<file path="config.mk">
export PLATFORM = sky130hd
export DESIGN_NAME = reg_file_cc
export DESIGN_NICKNAME = d
export VERILOG_FILES = /design/src/rtl/reg_file_cc.sv
export SDC_FILE = /design/constraint.sdc
export NUM_CORES = 1
export LEC_CHECK = 0
export BUFFER_PORTS_ARGS = -buffer_cell sky130_fd_sc_hd__buf_2
export CAP_MARGIN = 40
export CELL_PAD_IN_SITES_DETAIL_PLACEMENT = 0
export CELL_PAD_IN_SITES_GLOBAL_PLACEMENT = 1
export CORE_AREA = 5 5 134 136
export CTS_CLUSTER_SIZE = 24
export DETAILED_ROUTE_END_ITERATION = 10
export DIE_AREA = 0 0 139 141
export PLACE_DENSITY = 0.78
export SLEW_MARGIN = 10
export SYNTH_ARGS = -nofsm -noshare
export SYNTH_HDL_FRONTEND = slang
export SYNTH_SLANG_ARGS = --single-unit
</file>
<file path="constraint.sdc">
create_clock -name Clk -period 5.9 [get_ports Clk]
set_input_delay 0.59 -clock Clk [delete_from_list [all_inputs] [get_ports Clk]]
set_output_delay 0.59 -clock Clk [all_outputs]
set_load 0.005 [all_outputs]
</file>
<file path="src/rtl/reg_file_cc.sv">
// LC-3 register file R0-R7 with NZP condition codes and branch-enable register.
// Multi-hot load enables are blocked, flagged for one cycle and counted (saturating).
module reg_file_cc #(
    parameter int WIDTH  = 16,
    parameter bit BYPASS = 1'b1
) (
    input  logic             Clk,
    input  logic             Reset,
    input  logic             ld_reg1,
    input  logic             ld_reg2,
    input  logic             ld_reg3,
    input  logic             ld_reg4,
    input  logic             ld_reg5,
    input  logic             ld_reg6,
    input  logic             ld_reg7,
    input  logic             ld_reg8,
    input  logic [WIDTH-1:0] bus_in,
    input  logic [2:0]       sr1_sel,
    input  logic [2:0]       sr2_sel,
    input  logic             ld_cc,
    input  logic             ld_ben,
    input  logic [2:0]       ir_nzp,
    output logic [WIDTH-1:0] sr1_out,
    output logic [WIDTH-1:0] sr2_out,
    output logic [2:0]       nzp,
    output logic             ben,
    output logic             ld_err,
    output logic [7:0]       err_count
);

    logic [7:0]       ld_vec;
    logic [3:0]       ld_pop;
    logic [2:0]       wr_idx;
    logic             ld_one;
    logic             ld_multi;
    logic [WIDTH-1:0] regs [8];
    logic [2:0]       nzp_next;
    logic             fwd1;
    logic             fwd2;

    assign ld_vec = {ld_reg8, ld_reg7, ld_reg6, ld_reg5,
                     ld_reg4, ld_reg3, ld_reg2, ld_reg1};

    always_comb begin
        ld_pop = '0;
        wr_idx = '0;
        for (int i = 0; i < 8; i++) begin
            ld_pop = ld_pop + {3'b000, ld_vec[i]};
            if (ld_vec[i]) begin
                wr_idx = 3'(i);
            end
        end
    end

    assign ld_one   = (ld_pop == 4'd1);
    assign ld_multi = (ld_pop > 4'd1);

    always_ff @(posedge Clk or posedge Reset) begin
        if (Reset) begin
            for (int i = 0; i < 8; i++) begin
                regs[i] <= '0;
            end
        end else if (ld_one) begin
            regs[wr_idx] <= bus_in;
        end
    end

    // A write is not considered valid while reset is held, so it is not forwarded either.
    assign fwd1 = BYPASS && ld_one && !Reset && (wr_idx == sr1_sel);
    assign fwd2 = BYPASS && ld_one && !Reset && (wr_idx == sr2_sel);

    assign sr1_out = fwd1 ? bus_in : regs[sr1_sel];
    assign sr2_out = fwd2 ? bus_in : regs[sr2_sel];

    always_comb begin
        nzp_next = 3'b001;
        if (bus_in[WIDTH-1]) begin
            nzp_next = 3'b100;
        end else if (bus_in == '0) begin
            nzp_next = 3'b010;
        end
    end

    // ben samples the pre-edge nzp, so a simultaneous ld_cc does not affect it.
    always_ff @(posedge Clk or posedge Reset) begin
        if (Reset) begin
            nzp <= 3'b010;
            ben <= 1'b0;
        end else begin
            if (ld_cc) begin
                nzp <= nzp_next;
            end
            if (ld_ben) begin
                ben <= |(ir_nzp & nzp);
            end
        end
    end

    always_ff @(posedge Clk or posedge Reset) begin
        if (Reset) begin
            ld_err    <= 1'b0;
            err_count <= '0;
        end else begin
            ld_err <= ld_multi;
            if (ld_multi && (err_count != 8'hFF)) begin
                err_count <= err_count + 8'd1;
            end
        end
    end

endmodule

</file>
==> run_results.csv <==
group,metric,value,unit
drt,drc,0,
clock_network,clk_pin_slew_worst_paths,60,ps
global_routing,grt_pass1_wl,31.7,mm
sta,hold_viol,0,
synth,synth_enable_flop_cells,0,
synth,synth-main-ff-cell,"dfrtp_1",
floorplan,start_util,0.481,
sta,final_max_slew_viol_count,0,
clock_network,hold_buffers,0,
setup_path,cp_top_family,"adder cells",
sta,max_clock_freq,0.180,GHz
setup_path,slowest_stage,"fa_1",
run_status,status,"finished clean",
synth,ys_warn_count,0,
sta,setup_viol,0,
pwr,leakagePower,0.00428,µW
drt,wl_met1,8.42,mm
min_path,hp-class,"input pin to async pin",
drt,drt_iter0_markers,292,
drt,dr_wl_met2,9.91,mm
floorplan,ioPinCount,82,
synth,syn_inst,540,
global_routing,grt_usage,0.210,
clock_network,numCtsBuffers,17,
clock_network,htreeDepth,4,
synth,synth_top_area_frac,0.433,
drt,totalWireLength,19.5,mm
clock_network,ctsResizeCount,0,
synth,syn_nets,585,
setup_path,critical_path_class,"input pin to output pin",
synth,ys_ff_latch,141,
setup_path,crit_chain,"buf_2 -> fa_1 -> inv_1 -> fa_1 -> fa_1 -> inv_1 -> ha_1 -> fa_1 -> nor4bb_1 -> a31oi_1 -> or2_2 -> nor4_4 -> buf_4 -> mux2_2 -> buf_2",
setup_path,arrival,4970,ps
synth,seq_area_frac_synth,0.436,
sta,relSlewSlack,0.520,
setup_path,crit_fanout,8,
drt,vias,5009,
setup_path,startpoint_type,"input pin",
setup_path,cpMostUsedCell,"fa_1",
sta,rsz0062_at_grt,"no",
clock_network,cts_max_path_buffers,2,
layout,drive_above_1_share,0.637,
sta,period_share,0.943,
sta,hold_ws,152,ps
run,cap_violations,0,
synth,syn_area_per_cell,15.0,µm²
setup_path,crit_path_end_kind,"output pin",
placed_design,gp_congestion,0.791,
clock_network,cts-root-buf,"clkbuf_16",
layout,syn_to_final_growth,15.8,%
drt,viasPerCell,5.91,
floorplan,rows,48,
drt,wire_per_inst,23.0,µm
placed_design,port_buffers,81,
sta,worst_pin_slew,716,ps
sta,fin_setup_tns,0,ps
layout,layout.nets,656,
setup_path,cp_num_buf_inv,5,
floorplan,dieWidth,139,µm
placed_design,dp_hpwl,12.7,mm
layout,diodes,0,
global_routing,antenna_found_initial,0,
global_routing,grt-ovfl-total,0,
synth,yosysTopAreaCell,"dfrtp_1",
setup_path,required,5310,ps
pwr,power.density,380,nW/µm²
clock_network,post_cts_buffers,0,
synth,netlist_top_cells_count,"mux2_2 (184), dfrtp_1 (140), mux4_2 (64), clkbuf_1 (36)",
drt,first_pass_iters,5,
synth,ys_top_cells_by_area,"dfrtp_1 (43%), mux2_2 (26%), mux4_2 (18%), mux2_4 (1.9%), clkbuf_1 (1.7%)",
sta,timing.final.crit_period,5560,ps
setup_path,max_stage_delay,530,ps
layout,regArea,3530,µm²
synth,async_flop_share,1.00,
layout,multi_input_comb_area,4320,µm²
floorplan,dieArea,19600,µm²
synth,netlist_area,8090,µm²
global_routing,grt_pass1_vias,5683,
global_routing,grt_max_degree,72,
drt,highest_layer,"met4",
floorplan,coreArea,16800,µm²
layout,fillers,1403,
synth,yosysUniqueCellTypes,45,
drt,ant_nets,0,
floorplan,die_h,141,µm
synth,yosysMostFrequentCell,"mux2_2",
clock_network,cts_tree,"yes",
pwr,max-vdd-ir-drop,0.218,mV
clock_network,clk_latency,420,ps
drt,wl_met3,828,µm
clock_network,cts.sinks,141,
sta,skew,0.675,ps
-- final timing paths --
kind	depth (start not counted)	endpoint	slack, ps	start
max	15	sr2_out[15]	340	ld_reg1
min	2	err_count[2]$_DFFE_PP0P_	150	Reset
max reg2reg	4	err_count[1]$_DFFE_PP0P_	4130	err_count[0]$_DFFE_PP0P_
min reg2reg	1	err_count[6]$_DFFE_PP0P_	490	err_count[6]$_DFFE_PP0P_
max in group asynchronous	5	regs[42]$_DFFE_PP0P_	4510	Reset
min in group Clk	2	ben$_DFFE_PP0P_	350	ld_ben
-- kinds of logic (layout without fill, tap and decap cells) --
group,Yosys count,in the layout,synth area share
XOR/XNOR,8,8,0.00866
flip-flops,141,141,0.436
buffers and inverters,58,141,0.0303
multiplexers,260,260,0.455
adder cells (fa/ha/maj),8,8,0.0161
AND/OR/NAND/NOR,52,52,0.0427
AO/OA/AOI/OAI,13,13,0.0108
-- metal layers --
metal / up-vias / global-route usage
li1: 2210 / -
met1: 2652 / 0.267
met2: 119 / 0.365
met3: 28 / 0.0400
met4: 0 / 0.0675
met5: - / 0
-- final cells by class --
type | instances | share of cell area
sequential | 141 | 0.377
multi-input combinational | 341 | 0.461
clock buffer | 24 | 0.0525
timing repair buffer | 100 | 0.0684
inverter | 10 | 0.00427
clock inverter | 7 | 0.00668
tap | 225 | 0.0300
-- flip-flops by register name (all words and copies together) (netlist names) --
name       cells
nzp            3
err_count      8
regs         128
ben            1
ld_err         1
-- where the power goes --
part	leakage [µW]	internal, µW	switching [µW]
combinational	0.00216	687	381
sequential	0.00184	1270	221
clock	0.000276	618	390
total	0.00428	2570	991
-- cell usage in the layout, fill, tap and decap left out, types with 6 or more instances in the layout --
master | synthesis | routed
nand3_1 | 6 | 6
mux4_2 | 64 | 64
buf_2 | 7 | 81
dfrtp_1 | 140 | 140
nor2_1 | 10 | 10
mux2_2 | 184 | 184
clkbuf_16 | 0 | 17
inv_1 | 10 | 9
buf_4 | 3 | 14
mux2_4 | 10 | 10
xor2_1 | 6 | 6
-- through the flow --
stage | utilization | total power [µW] | setup slack [ps] | cell area, µm² | std cells
2_1_floorplan | - | 2240 | 757 | 8090 | 540
3_5_place_dp | 0.523 | 2570 | 356 | 8790 | 816
6_report | 0.557 | 3560 | 337 | 9370 | 848
4_1_cts | 0.556 | 3590 | 351 | 9340 | 847
5_1_grt | 0.557 | 3770 | 80.9 | 9370 | 848
3_3_place_gp | 0.518 | 2490 | 411 | 8710 | 813
Power figures use the tool's default switching activity.
